## src/rtl/seq_accum_pkg.sv

```systemverilog
// seq_accum_engine shared types and schedule defaults.
// Bit i of each mask is the reset value of schedule entry i.
package seq_accum_pkg;

  typedef enum logic {
    IDLE = 1'b0,
    RUN  = 1'b1
  } state_t;

  localparam logic [15:0] DEFAULT_CNT_MASK  = 16'h3FFD;
  localparam logic [15:0] DEFAULT_LOAD_MASK = 16'h425F;

  // Entries beyond the 16-bit mask reset to zero.
  function automatic logic default_bit(
    input logic [15:0] mask,
    input int          idx
  );
    logic [3:0] sel;
    sel = idx[3:0];
    if (idx < 16)
      return mask[sel];
    return 1'b0;
  endfunction

endpackage

```

## src/rtl/seq_accum_engine_seq_prog_mem.sv

```systemverilog
// seq_prog_mem: STEPS x {cnt, load} schedule register file.
// One write port, one asynchronous read port, resets to defaults.
module seq_prog_mem
  import seq_accum_pkg::*;
#(
  parameter  int STEPS  = 16,
  localparam int STEP_W = $clog2(STEPS)
) (
  input  logic              clk,
  input  logic              reset,
  input  logic              we,
  input  logic [STEP_W-1:0] addr,
  input  logic              wr_cnt,
  input  logic              wr_load,
  input  logic [STEP_W-1:0] rd_addr,
  output logic              rd_cnt,
  output logic              rd_load
);

  logic [STEPS-1:0] cnt_q;
  logic [STEPS-1:0] load_q;

  // Schedule storage: defaults on reset, single entry write otherwise.
  always_ff @(posedge clk) begin
    if (reset) begin
      for (int i = 0; i < STEPS; i++) begin
        cnt_q[i]  <= default_bit(DEFAULT_CNT_MASK, i);
        load_q[i] <= default_bit(DEFAULT_LOAD_MASK, i);
      end
    end else if (we && (int'(addr) < STEPS)) begin
      cnt_q[addr]  <= wr_cnt;
      load_q[addr] <= wr_load;
    end
  end

  assign rd_cnt  = cnt_q[rd_addr];
  assign rd_load = load_q[rd_addr];

endmodule

```

## src/rtl/seq_accum_engine.sv

```systemverilog
// seq_accum_engine: schedule-driven increment/accumulate engine.
// Step pointer walks the schedule; entries drive B and W <= W + B.
module seq_accum_engine
  import seq_accum_pkg::*;
#(
  parameter  int DATA_W = 6,
  parameter  int STEPS  = 16,
  localparam int STEP_W = $clog2(STEPS)
) (
  input  logic              clk,
  input  logic              reset,
  input  logic              cfg_we,
  input  logic [STEP_W-1:0] cfg_addr,
  input  logic              cfg_cnt,
  input  logic              cfg_load,
  input  logic              start,
  input  logic              hold,
  input  logic              repeat_mode,
  output logic              busy,
  output logic              done,
  output logic [STEP_W-1:0] step,
  output logic [DATA_W-1:0] W,
  output logic              overflow
);

  localparam logic [STEP_W-1:0] LAST_STEP = STEP_W'(STEPS - 1);

  state_t state_q;
  state_t state_d;

  logic              clear;
  logic              exec;
  logic              last;
  logic              mem_we;
  logic              ent_cnt;
  logic              ent_load;
  logic [DATA_W-1:0] B;
  logic [DATA_W:0]   sum;

  seq_prog_mem #(
    .STEPS (STEPS)
  ) u_mem (
    .clk     (clk),
    .reset   (reset),
    .we      (mem_we),
    .addr    (cfg_addr),
    .wr_cnt  (cfg_cnt),
    .wr_load (cfg_load),
    .rd_addr (step),
    .rd_cnt  (ent_cnt),
    .rd_load (ent_load)
  );

  // FSM state register.
  always_ff @(posedge clk) begin
    if (reset)
      state_q <= IDLE;
    else
      state_q <= state_d;
  end

  // Next state and per-cycle datapath controls.
  always_comb begin
    state_d = state_q;
    clear   = 1'b0;
    exec    = 1'b0;
    last    = 1'b0;
    mem_we  = 1'b0;
    unique case (state_q)
      IDLE: begin
        mem_we = cfg_we;
        if (start) begin
          clear   = 1'b1;
          state_d = RUN;
        end
      end
      RUN: begin
        if (!hold) begin
          exec = 1'b1;
          if (step == LAST_STEP) begin
            last = 1'b1;
            if (!repeat_mode)
              state_d = IDLE;
          end
        end
      end
      default: state_d = IDLE;
    endcase
  end

  assign busy = (state_q == RUN);
  assign sum  = {1'b0, W} + {1'b0, B};

  // Step pointer, B counter, W accumulator, sticky carry, done pulse.
  always_ff @(posedge clk) begin
    if (reset) begin
      W        <= '0;
      B        <= '0;
      step     <= '0;
      overflow <= 1'b0;
      done     <= 1'b0;
    end else begin
      done <= last;
      if (clear) begin
        W        <= '0;
        B        <= '0;
        step     <= '0;
        overflow <= 1'b0;
      end else if (exec) begin
        if (ent_load) begin
          W        <= sum[DATA_W-1:0];
          overflow <= overflow | sum[DATA_W];
        end
        if (ent_cnt)
          B <= B + DATA_W'(1);
        if (last)
          step <= '0;
        else
          step <= step + STEP_W'(1);
      end
    end
  end

endmodule

```

## config.mk

```make
export PLATFORM = sky130hd
export DESIGN_NAME = seq_accum_engine
export DESIGN_NICKNAME = d
export VERILOG_FILES = /design/src/rtl/seq_accum_pkg.sv /design/src/rtl/seq_accum_engine_seq_prog_mem.sv /design/src/rtl/seq_accum_engine.sv
export SDC_FILE = /design/constraint.sdc
export NUM_CORES = 1
export LEC_CHECK = 0
export BUFFER_PORTS_ARGS = -buffer_cell sky130_fd_sc_hd__buf_2
export CORE_MARGIN = 5
export CORE_UTILIZATION = 45
export DETAILED_ROUTE_END_ITERATION = 7
export GPL_TIMING_DRIVEN = 0
export PLACE_DENSITY = 0.67
export RECOVER_POWER = 100
export SYNTH_ARGS = -nofsm -noshare
export SYNTH_HDL_FRONTEND = slang
export SYNTH_HIERARCHICAL = 1
export SYNTH_SLANG_ARGS = --single-unit
```

## constraint.sdc

```tcl
create_clock -name clk -period 1.8 [get_ports clk]
set_input_delay 0.18 -clock clk [delete_from_list [all_inputs] [get_ports clk]]
set_output_delay 0.18 -clock clk [all_outputs]
set_load 0.03 [all_outputs]
```

==> metrics.cfg, run 1 <==
[power_and_ir_drop]
switchingPower_w=0.000597
internal-power_w=0.00168
power_frac_seq_pct=56.9
power_density_mw_per_mm2=668
peakVddDrop_mv=0.261
p_comb_share_pct=14.7
clock_power_share_pct=28.4
power.leakage_nw=1.23
sw_frac_of_total_pct=26.3

[worst_setup_path]
path_max_fanout=6
slowest_delay_ns=0.56
start_kind=register
critPathSlowestCell=mux4_2
worstPathCellList=mux4_2, a22oi_2, nand3_1, and3b_2, nand4_1, xor2_1, nor2_1
crit_type=reg2reg
critical-path-top-delay-family=multiplexers
cp_num_buf_inv=0
arrival_ns=2.08
endpoint_kind=register
worstPathRequired_ns=2.01

[clocking]
cts.clk_slew.worst_paths_ns=0.09
cts_made_buffers=5
numClockSinks=51
cts_root_buffer=clkbuf_8
cts_tree=done
cts_hold_buf=0
clk_latency_ns=0.31
htreeDepth=2
cts_buffer_depth=2

[die]
std_cell_rows=30
core_area_sq_mm=0.00668
start_util_pct=45.5
fp.dieH_microns=92.2
die_w_microns=92.2
die_area_sq_mm=0.00850
ioPinCount=25

[global_routing]
grt_use_total_pct=16.7
antenna_found_initial=0
grt_overflow=0
grt_pass1_vias=2254
grt_start_max_net_pins=22
grt_pass1_wl_microns=11300

[drt]
highest_layer=met4
wl_met1_microns=3040
wl_microns=6700
route.vias.total=2291
drc=0
detail_route.vias_per_cell=5.70
wl_met3_microns=251
route.met2.wl_microns=3350
wire_per_inst_microns=16.7
first_pass_iters=4
drtIter0Drc=106
ant_nets=0

[layout]
regArea_sq_mm=0.00124
layout_common_cells=dfxtp_1 (28), nor2_1 (23), buf_2 (22), mux2i_1 (22)
layoutNonFillerInstCount=402
drive_above_1_share_pct=21.4
antenna_cells=0
multi_input_comb_area_sq_mm=0.00171
finalNetCount=342
syn_to_final_growth_pct=11.8
fillerInstances=631
layout_commonest_cell=dfxtp_1

[run_status]
outcome=finished, violations left
violations=negative setup slack

[placement]
place.port_buffers=24
place_inst=393
gp_congestion=0.868
pre_cts_ws_ns=-0.265
dpl.hpwl_microns=4900

[sta]
rsz0062_at_grt=yes
hold_viol_final=0
fin_crit_sh_pct=104
fmax_ghz=0.534
finClkSkew_ns=0.00846
setup_ws_ns=-0.0726
drv_slew=0
worst_pin_slew_ns=0.543
period_needed_ns=1.87
maxSlewHeadroom_pct=63.7
setup_viol=10

[worst_hold_path]
min_path_type=in2reg

[yosys]
synth_top_flop_cell=dfxtp_1
synth_xor_area_share_pct=2.30
synth_compound_area_share_pct=13.8
yosys_warnings=6
synth_top_family_by_area=simple AND/OR/NAND/NOR gates
synth_seq_cells=51
synthesis.instances=289
syn_avg_cell_area_sq_um=10.5
synth_cell_type_count=49
synth.yosys.seq_area_share_pct=40.5
muxShareOfSynthArea_pct=13.2
synthSimpleGateAreaFrac_pct=22.0
async_flop_share_pct=0
synth_edf_count=21
yosys.area_share.adder_pct=3.95
synth_area_sq_mm=0.00304
syn_nets=310

[job]
drv_cap=0

## state kept, by name, summed over array words and instances (netlist names)
name	flops
W	6
B	6
done	1
step	4
busy	1
u_mem/cnt_q	16
overflow	1
u_mem/load_q	16
## stage by stage
step	setup TNS [ns]	hold WS (ns)	utilization (%)	power, W	instance area, sq um
2_1_floorplan	-0.927	0.252	-	0.00154	3070
3_3_place_gp	-4.60	0.434	49.2	0.00163	3290
3_5_place_dp	-5.76	0.444	49.2	0.00164	3290
4_1_cts	-0.393	0.137	50.8	0.00230	3390
5_1_grt	-1.84	0.166	50.9	0.00238	3400
6_report	-0.359	0.143	50.9	0.00227	3400
## worst min-delay path: cells and delay by family
family	cells	cell delay [ns]
buffers and inverters	1	0.09
and+or+nand+nor	2	0.14
## cell type report
cell class	instances	share of cell area (%)
inverter	3	0.331
sequential	51	36.5
buffer	18	2.72
tap	80	2.95
timing repair buffer	29	4.93
multi-input combinational	213	50.2
clock inverter	1	0.147
clock buffer	7	2.25
## path summary, 6_finish.rpt
check | slack (ns) | cells after the start | to | from
setup reg to reg | -0.07 | 7 | B[5] | step[1]
hold / removal | 0.14 | 3 | busy | repeat_mode
hold reg to reg | 0.46 | 2 | overflow | overflow
setup / recovery | -0.07 | 7 | B[5] | step[1]
## cells in the mapped netlist (all sizes together), types with 8 or more instances
library cell	instances	area (sq um)
a21oi	19	95.1
o21ai	8	40.0
dfxtp	30	601
mux4	8	180
nand4	8	50.1
nand3	16	80.1
edfxtp	21	631
mux2i	22	220
ha	8	100
clkbuf	11	41.3
buf	11	77.6
o21bai	21	158
nand2	17	63.8
nor2	24	92.6
## layer usage
layer	GRT usage, %	vias to the layer above
met4	4.21	0
met1	21.6	1100
li1	-	1143
met3	2.95	5
met5	0	-
met2	28.9	43
## power groups by stage
stage / clock (W) / combinational [W] / sequential (W)
after floorplan: 0 / 0.000228 / 0.00131
after global placement: 0 / 0.000320 / 0.00131
after detailed placement: 0 / 0.000324 / 0.00132
after CTS: 0.000672 / 0.000333 / 0.00129
after global routing: 0.000713 / 0.000365 / 0.00130
final: 0.000645 / 0.000334 / 0.00129
## repair_timing
item                       in CTS  in global routing
pin swaps                       6                  8
hold endpoints to repair        0                  0
setup endpoints to repair      35                 23
setup buffers                   4                  1
resized for setup               8                  3
gates cloned                    0                  0
## logic make-up (layout without fill, tap and decap cells)
logic type | after synthesis | count (layout)
AO/OA/AOI/OAI | 63 | 63
XOR/XNOR | 8 | 8
adder cells (fa/ha/maj) | 9 | 9
buffers and inverters | 25 | 58
flip-flops | 51 | 51
multiplexers | 30 | 30
AND/OR/NAND/NOR | 103 | 103
Power figures use the tool's default switching activity.
==> run 2, diff against run 1 <==
clock period = 1.6 ns   (was 1.8 ns; I/O delays follow)
==> metrics.cfg, run 2 (synthesis results as in run 1) <==
[run_status]
outcome=finished, violations left
violations=negative setup slack

[sta]
period_needed_ns=1.93
drv_slew=0
fin_tns_setup_ns=-4.38
fin_crit_sh_pct=121
finClkSkew_ns=0.0147
fin_hold_ws_ns=0.111
hold_viol_final=0
fmax_ghz=0.518
worst_pin_slew_ns=0.497
setup_viol=38
rsz0062_at_grt=yes
setup_ws_ns=-0.330
maxSlewHeadroom_pct=66.8

[layout]
layout_commonest_cell=dfxtp_1
layout_common_cells=dfxtp_1 (27), nor2_1 (23), mux2i_1 (22), clkbuf_1 (22)
antenna_cells=0
multi_input_comb_area_sq_mm=0.00173
drive_above_1_share_pct=21.5
reg.largest.list=u_mem/cnt_q (16), u_mem/load_q (16)
fillerInstances=632
regArea_sq_mm=0.00124
finalNetCount=345
syn_to_final_growth_pct=13.5
layoutNonFillerInstCount=405

[worst_setup_path]
start_kind=register
rrSetupSlack_ns=-0.33
critPathSlowestCell=mux4_2
worstPathCellList=mux4_2, a22oi_2, nand3_1, and3b_2, nand4_1, xor2_1, nor2_1
r2r-start=step[1]
critical-path-top-delay-family=multiplexers
endpoint_kind=register
cp_num_buf_inv=0
slowest_delay_ns=0.55
crit_type=reg2reg
worstPathRequired_ns=1.81
critPathLaunch=step[1]
arrival_ns=2.14
path_max_fanout=6

[drt]
ant_nets=0
first_pass_iters=4
drtIter0Drc=156
wire_per_inst_microns=17.2
route.vias.total=2303
detail_route.vias_per_cell=5.69
wl_microns=6970
drc=0

[power_and_ir_drop]
power.leakage_nw=1.23
p_total_w=0.00268
power_density_mw_per_mm2=776
peakVddDrop_mv=0.365

[clocking]
numClockSinks=51
cts_made_buffers=5
htreeDepth=2
cts_buffer_depth=2
cts.clk_slew.worst_paths_ns=0.10
clk_latency_ns=0.31
cts_root_buffer=clkbuf_8
cts_hold_buf=0
cts_tree=done

[placement]
gp_congestion=0.874
place_inst=393
dpl.hpwl_microns=5090
place.port_buffers=24

[die]
std_cell_rows=30
core_area_sq_mm=0.00668
die_area_sq_mm=0.00850
ioPinCount=25
die_w_microns=92.2
start_util_pct=45.5
fp.dieH_microns=92.2

[global_routing]
grt_start_max_net_pins=22
grt_pass1_vias=2310
grt_use_total_pct=17.1
grt_overflow=0
grt_pass1_wl_microns=11400
antenna_found_initial=0

[worst_hold_path]
min_path_type=in2reg
min_from=start

[job]
drv_cap=0

[run 2: cell types whose count changed in the layout (fill, tap and decap cells not counted), sizes merged]
cell,delta
clkinv,-1
clkbuf,+6
inv,+1
buf,-3
[run 2: final timing paths]
path / endpoint / cells after the start
max: B[5] / 7
min reg2reg: overflow / 2
max reg2reg: B[5] / 7
min: busy / 3
[run 2: per-stage QoR]
step                      setup WS (ns)  area (sq um)  utilization (%)
after floorplan                  -0.368          3070                -
after global placement           -0.471          3290             49.2
after detailed placement         -0.508          3290             49.2
after CTS                        -0.391          3450             51.7
after global routing             -0.413          3450             51.6
final                            -0.330          3450             51.6
[run 2: worst register-to-register path, delay by kind of cell (launching register included)]
| kind | cells | cell delay, ns |
|---|---|---|
| simple gates | 4 | 0.54 |
| compound gates | 1 | 0.17 |
| mux | 1 | 0.56 |
| xor+xnor | 1 | 0.15 |
| flops | 1 | 0.42 |
[run 2: cell type report]
| type | instances | area share, % |
|---|---|---|
| clock inverters | 1 | 0.181 |
| inverters | 3 | 0.326 |
| flip-flops and latches | 51 | 35.9 |
| plain buffers | 17 | 2.61 |
| clock buffers | 7 | 2.83 |
| repair buffers | 33 | 5.22 |
| multi-input cells | 213 | 50.0 |
| well taps | 80 | 2.90 |
[run 2: repair_timing]
| action | in CTS | in global routing |
|---|---|---|
| gates cloned | 0 | 0 |
| pin swaps | 15 | 10 |
| setup endpoints to repair | 54 | 29 |
| setup buffers | 6 | 3 |
| gates resized for setup | 10 | 9 |
[run 2: routing by layer]
metal / up-vias / GRT usage [%] / routed length, microns
met5: - / 0 / 0
met4: 0 / 5.57 / 91
met3: 6 / 3.28 / 160
met2: 34 / 30.4 / 3650
met1: 1116 / 20.6 / 3070
li1: 1147 / - / -
[run 2: power by group]
part,switching [W],total (W),leakage (nW),internal (W)
Clock,0.000443,0.000849,0.0539,0.000406
Sequential,0.0000384,0.00145,0.449,0.00142
Combinational,0.000216,0.000374,0.731,0.000158
==> run 3, diff against run 2 <==
PLACE_DENSITY = 0.74   (was 0.67)
SETUP_SLACK_MARGIN = 0.05   (was unset)
==> metrics.cfg, run 3 (synthesis results as in run 1) <==
[layout]
fin_area_sq_mm=0.00346
regArea_sq_mm=0.00124
syn_to_final_growth_pct=13.9
finalNetCount=347
fillerInstances=612
reg.largest.list=u_mem/cnt_q (16), u_mem/load_q (16)
layout_common_cells=dfxtp_1 (27), clkbuf_1 (24), nor2_1 (23)
layout_commonest_cell=dfxtp_1
multi_input_comb_area_sq_mm=0.00173
drive_above_1_share_pct=21.1
antenna_cells=0

[drt]
wl_microns=7000
drc=0
drtIter0Drc=86
detail_route.vias_per_cell=5.80
ant_nets=0
route.vias.total=2360
first_pass_iters=5
wire_per_inst_microns=17.2

[placement]
dpl.hpwl_microns=4960
pre_cts_ws_ns=-0.460
place.port_buffers=24
gp_congestion=0.835
post_dp_cell_area_sq_mm=0.00329

[worst_setup_path]
arrival_ns=2.22
r2r-start=step[1]
r2r.worst_path.cells=8
rrSetupSlack_ns=-0.42
crit_type=reg2reg
r2r-end=W[4]
start_kind=register
path_max_fanout=6
worstPathRequired_ns=1.80
endpoint_kind=register

[die]
die_w_microns=92.2
fp.dieH_microns=92.2
die_area_sq_mm=0.00850
ioPinCount=25
core_area_sq_mm=0.00668
start_util_pct=45.5
std_cell_rows=30

[clocking]
cts_root_buffer=clkbuf_8
clk_latency_ns=0.30
cts.clk_slew.worst_paths_ns=0.09
cts_tree=done
numClockSinks=51
cts_buffer_depth=2
htreeDepth=2
cts_made_buffers=5

[global_routing]
grt_start_max_net_pins=22
grt_pass1_wl_microns=11500
grt_pass1_vias=2378
grt_use_total_pct=16.8
grt_overflow=0
antenna_found_initial=0

[sta]
hold_viol_final=0
fmax_ghz=0.494
setup_ws_ns=-0.425
rsz0062_at_grt=yes
finClkSkew_ns=0.00518
worst_pin_slew_ns=0.487
setup_viol=43
period_needed_ns=2.02
fin_hold_ws_ns=0.133
fin_crit_sh_pct=127
maxSlewHeadroom_pct=67.5
drv_slew=0

[run_status]
violations=negative setup slack
outcome=finished, violations left

[power_and_ir_drop]
power_density_mw_per_mm2=743
p_total_w=0.00257
peakVddDrop_mv=0.462
power.leakage_nw=1.24

[worst_hold_path]
min_from=start
hold_depth=3
min_path_type=in2reg
min_to=busy

[job]
drv_cap=0

==> run 3: changes by cell type in the layout (fill, tap and decap cells not counted), sizes merged <==
cell	change
clkbuf	+2
buf	+1
inv	-1
==> run 3: layout make-up <==
type	instances	area share (%)
inverter	3	0.325
sequential	51	35.9
tap	80	2.89
clock buffer	8	2.31
buffer	20	3.76
multi-input combinational	213	49.8
timing repair buffer	32	4.99
==> run 3: routing by layer <==
layer	vias to the layer above	part of all wire [%]	GRT usage [%]
li1	1155	-	-
met1	1149	45	21.3
met2	52	50	28.8
met3	4	4.7	3.86
met4	0	0.61	4.21
met5	-	0	0
==> run 3: how the worst max path moves through the flow <==
stage | start | to | slack [ns] | cells after the start
final | step[1] | W[4] | -0.42 | 8
after global routing | step[1] | B[4] | -0.56 | 9
after floorplan | step[1] | B[5] | -0.37 | 9
after CTS | step[1] | B[5] | -0.40 | 9
after detailed placement | step[1] | B[5] | -0.46 | 9
after global placement | step[1] | B[4] | -0.45 | 9
==> run 3: metrics by stage <==
| stage | TNS [ns] | std cells | utilization [%] |
|---|---|---|---|
| 2_1_floorplan | -3.44 | 289 | - |
| 3_3_place_gp | -6.84 | 393 | 49.2 |
| 3_5_place_dp | -7.75 | 393 | 49.2 |
| 4_1_cts | -4.09 | 404 | 51.3 |
| 5_1_grt | -10.78 | 407 | 51.8 |
| 6_report | -5.29 | 407 | 51.8 |
==> run 3: timing repair <==
action                                 CTS  global route
pin swaps                                9            11
endpoints found under the hold margin    0             0
resized for setup                       10             8
hold buffers                             0             0
setup buffers                            4             4
setup endpoints to repair               33            34
==> run 3: worst max-delay path: stages, from the launching register on <==
cell	delay, ns
dfxtp_4	0.36
buf_8	0.12
buf_4	0.11
mux4_2	0.49
a22oi_2	0.18
nand3_2	0.13
nand3b_1	0.26
nand3_1	0.17
o41ai_2	0.10
==> run 3: report_power, final <==
group	internal, W	total (W)	switching (W)
Clock	0.000312	0.000730	0.000418
Combinational	0.000170	0.000392	0.000222
Sequential	0.00142	0.00145	0.0000353
Total	0.00190	0.00257	0.000675
